[src/rtl/params_pkg.sv]
// rtl/params_pkg.sv - shared width defaults for the fetch path
package params_pkg;
    localparam int ADDR_WIDTH = 8;
    localparam int DATA_WIDTH = 32;
endpackage

[src/rtl/fetch_ctrl.sv]
// rtl/fetch_ctrl.sv - instruction fetch sequencer: PC, imem address, instruction register, valid/ready
//
// Purpose: owns the program counter, drives the combinational imem word
// address from the PC register, latches the returned word and hands it to
// decode over a valid/ready handshake. Accepts PC redirects (flush) and halt.
//
// Optional feature macro: FETCH_PERF_EN (adds fetch_cnt_o / stall_cnt_o).
//
// Ports:
//   clk_i, rst_i            clock, synchronous active-high reset
//   en_i                    start/continue fetching from IDLE
//   halt_i                  stop issuing fetches, return to IDLE
//   imem_addr_o/imem_instr_i  imem word address / combinational read data
//   instr_o, pc_o, valid_o  latched instruction, its address, unconsumed flag
//   ready_i                 decode accepts instr_o this cycle
//   redirect_i, redirect_pc_i  load new PC and flush the held instruction
//   fetch_cnt_o, stall_cnt_o   saturating perf counters (FETCH_PERF_EN only)
module fetch_ctrl #(
    parameter int                    ADDR_WIDTH = params_pkg::ADDR_WIDTH,
    parameter int                    DATA_WIDTH = params_pkg::DATA_WIDTH,
    parameter logic [ADDR_WIDTH-1:0] RESET_PC   = '0
) (
    input  logic                  clk_i,
    input  logic                  rst_i,
    input  logic                  en_i,
    input  logic                  halt_i,
    output logic [ADDR_WIDTH-1:0] imem_addr_o,
    input  logic [DATA_WIDTH-1:0] imem_instr_i,
    output logic [DATA_WIDTH-1:0] instr_o,
    output logic [ADDR_WIDTH-1:0] pc_o,
    output logic                  valid_o,
    input  logic                  ready_i,
    input  logic                  redirect_i,
`ifdef FETCH_PERF_EN
    input  logic [ADDR_WIDTH-1:0] redirect_pc_i,
    output logic [31:0]           fetch_cnt_o,
    output logic [31:0]           stall_cnt_o
`else
    input  logic [ADDR_WIDTH-1:0] redirect_pc_i
`endif
);

    typedef enum logic [1:0] {
        ST_IDLE  = 2'd0,
        ST_FETCH = 2'd1,
        ST_HOLD  = 2'd2
    } state_t;

    state_t                  state_q, state_d;
    logic [ADDR_WIDTH-1:0]   pc_q, pc_d;
    logic [DATA_WIDTH-1:0]   instr_q, instr_d;
    logic [ADDR_WIDTH-1:0]   pco_q, pco_d;
    logic                    valid_q, valid_d;
    logic                    capture;
    logic                    transfer;

    assign transfer    = valid_q && ready_i;
    assign imem_addr_o = pc_q;
    assign instr_o     = instr_q;
    assign pc_o        = pco_q;
    assign valid_o     = valid_q;

    always_comb begin
        state_d = state_q;
        pc_d    = pc_q;
        instr_d = instr_q;
        pco_d   = pco_q;
        valid_d = valid_q;
        capture = 1'b0;

        if (redirect_i) begin
            // A transfer in the same cycle is simply consumed; the flush wins.
            pc_d    = redirect_pc_i;
            valid_d = 1'b0;
            state_d = (halt_i || state_q == ST_IDLE) ? ST_IDLE : ST_FETCH;
        end else if (halt_i && state_q != ST_IDLE) begin
            // An unconsumed instruction survives the halt and waits in IDLE.
            if (transfer) begin
                valid_d = 1'b0;
            end
            state_d = ST_IDLE;
        end else begin
            unique case (state_q)
                ST_IDLE: begin
                    if (transfer) begin
                        valid_d = 1'b0;
                    end
                    if (en_i && !halt_i && !valid_q) begin
                        state_d = ST_FETCH;
                    end
                end
                ST_FETCH: begin
                    capture = 1'b1;
                    state_d = ST_HOLD;
                end
                ST_HOLD: begin
                    if (transfer) begin
                        capture = 1'b1;
                    end
                end
                default: begin
                    state_d = ST_IDLE;
                end
            endcase
        end

        if (capture) begin
            instr_d = imem_instr_i;
            pco_d   = pc_q;
            pc_d    = pc_q + ADDR_WIDTH'(1);
            valid_d = 1'b1;
        end
    end

    always_ff @(posedge clk_i) begin
        if (rst_i) begin
            state_q <= ST_IDLE;
            pc_q    <= RESET_PC;
            instr_q <= '0;
            pco_q   <= '0;
            valid_q <= 1'b0;
        end else begin
            state_q <= state_d;
            pc_q    <= pc_d;
            instr_q <= instr_d;
            pco_q   <= pco_d;
            valid_q <= valid_d;
        end
    end

`ifdef FETCH_PERF_EN
    logic [31:0] fetch_cnt_q, fetch_cnt_d;
    logic [31:0] stall_cnt_q, stall_cnt_d;

    always_comb begin
        fetch_cnt_d = fetch_cnt_q;
        stall_cnt_d = stall_cnt_q;
        if (capture && fetch_cnt_q != 32'hFFFF_FFFF) begin
            fetch_cnt_d = fetch_cnt_q + 32'd1;
        end
        if (valid_q && !ready_i && stall_cnt_q != 32'hFFFF_FFFF) begin
            stall_cnt_d = stall_cnt_q + 32'd1;
        end
    end

    always_ff @(posedge clk_i) begin
        if (rst_i) begin
            fetch_cnt_q <= '0;
            stall_cnt_q <= '0;
        end else begin
            fetch_cnt_q <= fetch_cnt_d;
            stall_cnt_q <= stall_cnt_d;
        end
    end

    assign fetch_cnt_o = fetch_cnt_q;
    assign stall_cnt_o = stall_cnt_q;
`endif

endmodule

[config.mk]
export PLATFORM = sky130hd
export DESIGN_NAME = fetch_ctrl
export DESIGN_NICKNAME = d
export VERILOG_FILES = /design/src/rtl/params_pkg.sv /design/src/rtl/fetch_ctrl.sv
export SDC_FILE = /design/constraint.sdc
export NUM_CORES = 1
export LEC_CHECK = 0
export CORE_UTILIZATION = 37
export CTS_CLUSTER_SIZE = 14
export DETAILED_ROUTE_END_ITERATION = 12
export MAX_ROUTING_LAYER = met4
export PLACE_DENSITY_LB_ADDON = 0.3
export SYNTH_ARGS = -nofsm -noshare
export SYNTH_HDL_FRONTEND = slang
export SYNTH_SLANG_ARGS = --single-unit
[constraint.sdc]
create_clock -name clk_i -period 1.6 [get_ports clk_i]
set_input_delay 0.32 -clock clk_i [delete_from_list [all_inputs] [get_ports clk_i]]
set_output_delay 0.32 -clock clk_i [all_outputs]
set_load 0.03 [all_outputs]
-- Word-level counts from Yosys, hierarchy flattened
Index checks and enable logic that the tools add are counted.
W data, S select, Z words.
- register bits: 51
- bits in latches: 0
- memory bits (writable): 0
- bits in read-only memories: 0
- input bits: 46
- output and inout bits: 49
- logic and storage cells: 38
- memories kept: 0
- add/sub/neg operators: 1
- $mul: 0
- div/mod/pow operators: 0
- order comparisons: 0
- eq/ne operators: 4
- shift-type cells: 0
- muxes and demuxes: 16
- bitwise operators: 0
- reduce and logical (&&, ||, !) cells: 12
- operators with widths (kind ; count):
    $mux W8 ; 2
    $mux W1 ; 9
    $add A8 B1 Y8 const B ; 1
    $mux W2 ; 3
    $pmux W2 S3 ; 1
    $logic_and A1 B1 Y1 ; 4
    $ne A4 B2 Y1 const B ; 1
    $reduce_bool A2 Y1 ; 2
    $reduce_bool A4 Y1 ; 1
    $ne A3 B3 Y1 const B ; 1
    $eq A2 B1 Y1 const B ; 1
    $eq A2 B2 Y1 const B ; 1
    $logic_not A1 Y1 ; 2
    $logic_not A2 Y1 ; 1
    $pmux W1 S2 ; 1
    $reduce_and A2 Y1 ; 1
    $logic_or A1 B1 Y1 ; 1

-- Longest topological paths before layout
- depth in word-level cells: 7
- mapped depth: 8
- mapped depth without buffers: 6

-- Least setup slack after synthesis
Ideal clock, no wire load.
- kind: register to register
- start: register valid_q, in the netlist valid_o
- end: register pc_q[7], in the netlist imem_addr_o[7]
- setup time: 122 ps
- data arrival time: 1471 ps
- data required time: 1478 ps
- slack: 7 ps
- stages on the path, launching flop included: 5
- buffers on the path: 0
- clock period less this slack: 1593 ps
- path through: dfxtp_1 > a31o_2 > nand3_2 > o31a_1 > o311a_1
- cells in the longest elaborated chain, start to end: 6
- elaborated cells between the ends (all ways): 7
- classes of those cells: 5 x mux; 2 x reduce/logical
- RTL lines (item ; line ; RTL):
    start, declared ; fetch_ctrl.sv:53 ; logic valid_q, valid_d;
    start signal, assigned ; fetch_ctrl.sv:127 ; valid_q <= valid_d;
    $logic_and A1 B1 Y1 * ; fetch_ctrl.sv:57 ; assign transfer = valid_q && ready_i;
    $mux W1 * ; fetch_ctrl.sv:97 ; if (transfer) begin
    $pmux W1 S2 * ; fetch_ctrl.sv:83 ; unique case (state_q)
    $mux W1 * ; fetch_ctrl.sv:76 ; end else if (halt_i && state_q != ST_IDLE) begin
    $mux W1 * ; fetch_ctrl.sv:71 ; if (redirect_i) begin
    $mux W8 / $reduce_bool A2 Y1 (equally long branches) ; -- ;
    end signal, assigned ; fetch_ctrl.sv:124 ; pc_q <= pc_d;
    end, declared ; fetch_ctrl.sv:50 ; logic [ADDR_WIDTH-1:0] pc_q, pc_d;
Every way passes the cells marked *; elsewhere a longest branch is shown, timed or not.
A chain may end at the register's enable or synchronous reset.

-- Worst setup path after layout
- start: input ready_i
- end: register pc_q[7], in the netlist imem_addr_o[7]
- cells in the longest elaborated chain, start to end: 6
- elaborated cells between the ends (all ways): 7
- classes of those cells: 5 x mux; 2 x reduce/logical
- RTL lines (item ; line ; RTL):
    start, declared ; fetch_ctrl.sv:32 ; input logic ready_i,
    $logic_and A1 B1 Y1 * ; fetch_ctrl.sv:57 ;
    $mux W1 * ; fetch_ctrl.sv:97 ;
    $pmux W1 S2 * ; fetch_ctrl.sv:83 ;
    $mux W1 * ; fetch_ctrl.sv:76 ;
    $mux W1 * ; fetch_ctrl.sv:71 ;
    $mux W8 / $reduce_bool A2 Y1 (equally long branches) ; -- ;
Marked as above.

==> reports/metrics.yaml <==
ys_seq_area_frac: 0.499
slew_viol_final: 0
fmax_mhz: 637
min_period_over_period: 0.982
drt_iter0_drc: 87
htree_levels: 2
grt_pass1_vias: 1957
r2r_cells: 6
startpoint_type: "input port"
startpoint: "ready_i"
dp_slack_ps: -248
cts-root-buf: "clkbuf_8"
p_leak_nw: 1.44
hold_path.class: "input port to register"
r2r_slack_ps: 40
synth_commonest_cells: "86 x nand2_1, 51 x dfxtp_1, 43 x a21oi_1"
end_kind: "register"
cts_sinks: 51
numCtsBuffers: 5
syn_area_per_cell_um2: 8.06
finalClockSkew_ps: 5.60
areaGrowthSynthToFinish_pct: 68.1
crit_required_ps: 1790
drv_cap: 0
finalHoldViolCount: 0
postRouteAntennaNets: 0
r2r-start: "state_q[0]"
slew-limit-headroom: 0.725
critPathCapture: "imem_addr_o[7]"
die_w_um: 76.4
max_stage_delay_ps: 560
crit_chain: "clkdlybuf4s50_1 > a31o_4 > nand3_2 > o31a_1 > o311a_1"
ys_types: 29
via_count: 2132
drc: 0
final_layout_size_suffix_gt1_frac: 0.142
hpwlAfterDp_um: 3630
status: "finished clean"
syn_nets: 304
clock_path_buffers: 2
grt_pass1_wl_um: 8760
grt_usage: 0.189
yosysTopAreaCell: "dfxtp_1"
r2r-end: "imem_addr_o[7]"
design.die.area_mm2: 0.00583
ff_latch_area_mm2: 0.00103
synth_ff_type: "dfxtp_1"
multi_input_area_mm2: 0.00102
final_nets: 414
irDropWorstVdd_mv: 0.523
synthCells: 254
stdcell_count: 435
ys_warn_count: 0
switching_share: 0.264
pwr-share-comb: 0.198
core-area_mm2: 0.00520
rows: 26
io_buffers: 94
yosysMostFrequentCell: "nand2_1"
intPower_mw: 1.97
p_per_area_mw_per_mm2: 778
ioPinCount: 95
overflow: 0
ys_seq_elements: 51
crit_type: "input port to register"
seq_power_share: 0.501
wl_um: 6280
cp_slowest_cell: "clkdlybuf4s50_1"
crit_fanout: 3
fill_cells: 454
synth_top_area_share: 0.499
gp_congestion: 0.926
cts_tree: "yes"
min_period_ps: 1570
antenna_found_initial: 0
setup_violations: 0
firstDrtPassIters: 4
crit_cells: 5
cp.buffers_inverters: 1
crit_arrival_ps: 1760
holdBufCountCts: 0
die_y_um: 76.4
synth_area_mm2: 0.00205
synthArstFlopShare: 0
clockPowerShare: 0.301
clock_latency_ps: 300
diodes: 0
placed_cells: 417
tightestPinTransition_ps: 412
vias_per_cell: 4.90
crit_family: "compound AO/OA/AOI/OAI gates"
p_sw_mw: 0.707
synth_edf_count: 0
wl_per_cell_um: 14.4
start_util: 0.393
final.setup.worst_slack_ps: 28.9
synth_area_leaders: "dfxtp_1 50%, nand2_1 16%, a21oi_1 11%"
grt_max_degree: 41
path_clk_slew_ps: 90
-- cell families (layout without fill, tap and decap cells) --
family | after synthesis | count (layout) | synth area share
AND/OR/NAND/NOR | 111 | 111 | 0.232
AO/OA/AOI/OAI | 60 | 60 | 0.169
flip-flops | 51 | 51 | 0.499
buffers and inverters | 21 | 132 | 0.0446
XOR/XNOR | 6 | 6 | 0.0257
adder cells (fa/ha/maj) | 4 | 4 | 0.0245
multiplexers | 1 | 1 | 0.00489
-- flip-flops by register name, summed over array words and instances, names as in the netlist --
| signal | count |
|---|---|
| instr_o | 32 |
| state_q | 2 |
| valid_o | 1 |
| imem_addr_o | 8 |
| pc_o | 8 |
-- area by class of cell --
type	count	area share
clock buffer	7	0.0280
tap	70	0.0255
inverter	5	0.00691
sequential	51	0.298
timing repair buffer	119	0.341
clock inverter	1	0.00218
multi-input combinational	182	0.298
-- layout by cell type, fill, tap and decap left out, types with 2 or more instances in the layout --
cell             instances
buf_4                   15
nand4_1                  3
a21oi_1                 42
inv_4                    2
dfxtp_1                 49
nand2_1                 86
xnor2_1                  5
o311a_1                  2
clkdlybuf4s50_1         43
buf_6                    4
o21ai_0                  4
dlygate4sd2_1           49
inv_1                    2
clkbuf_8                 7
a211oi_1                 7
nor2_1                   6
nor4_2                   3
clkbuf_16                4
ha_4                     3
buf_12                   2
nor4_1                   2
-- timing repair --
action,CTS,global route
gates cloned,0,8
buffers inserted,0,2
gates resized for setup,59,14
pin swaps,1,2
endpoints found under the setup margin,93,48
endpoints found under the hold margin,0,0
-- power by group through the flow --
stage / Clock, mW / Sequential, mW / Combinational, mW
5_1_grt: 0.895 / 1.35 / 0.569
4_1_cts: 0.828 / 1.34 / 0.474
2_1_floorplan: 0 / 1.43 / 0.153
6_report: 0.807 / 1.34 / 0.529
3_3_place_gp: 0 / 1.36 / 0.472
3_5_place_dp: 0 / 1.37 / 0.476
-- how the worst min path moves through the flow --
stage,startpoint,to,slack [ps],depth (start not counted)
2_1_floorplan,imem_instr_i[0],instr_o[0],460,2
3_3_place_gp,instr_o[15],instr_o[15],440,2
3_5_place_dp,instr_o[16],instr_o[16],450,2
4_1_cts,rst_i,pc_o[0],330,2
5_1_grt,rst_i,pc_o[0],350,2
6_report,rst_i,pc_o[0],340,2
-- layer usage --
| layer | vias up | track usage | share of wire |
|---|---|---|---|
| li1 | 1070 | - | - |
| met1 | 973 | 0.216 | 0.44 |
| met2 | 83 | 0.332 | 0.49 |
| met3 | 6 | 0.0359 | 0.055 |
| met4 | 0 | 0.0615 | 0.010 |
| met5 | - | - | 0 |
-- through the flow --
step / TNS, ps / area [µm²] / hold WS (ps) / util / total power [mW]
3_5_place_dp: -8780 / 3140 / 447 / 0.602 / 1.84
5_1_grt: -30.9 / 3440 / 345 / 0.661 / 2.81
3_3_place_gp: -7890 / 3140 / 441 / 0.602 / 1.84
6_report: 0 / 3440 / 337 / 0.661 / 2.68
4_1_cts: 0 / 3220 / 327 / 0.619 / 2.64
2_1_floorplan: 0 / 2050 / 456 / - / 1.59
No activity file was read; power rests on OpenSTA's default activity.
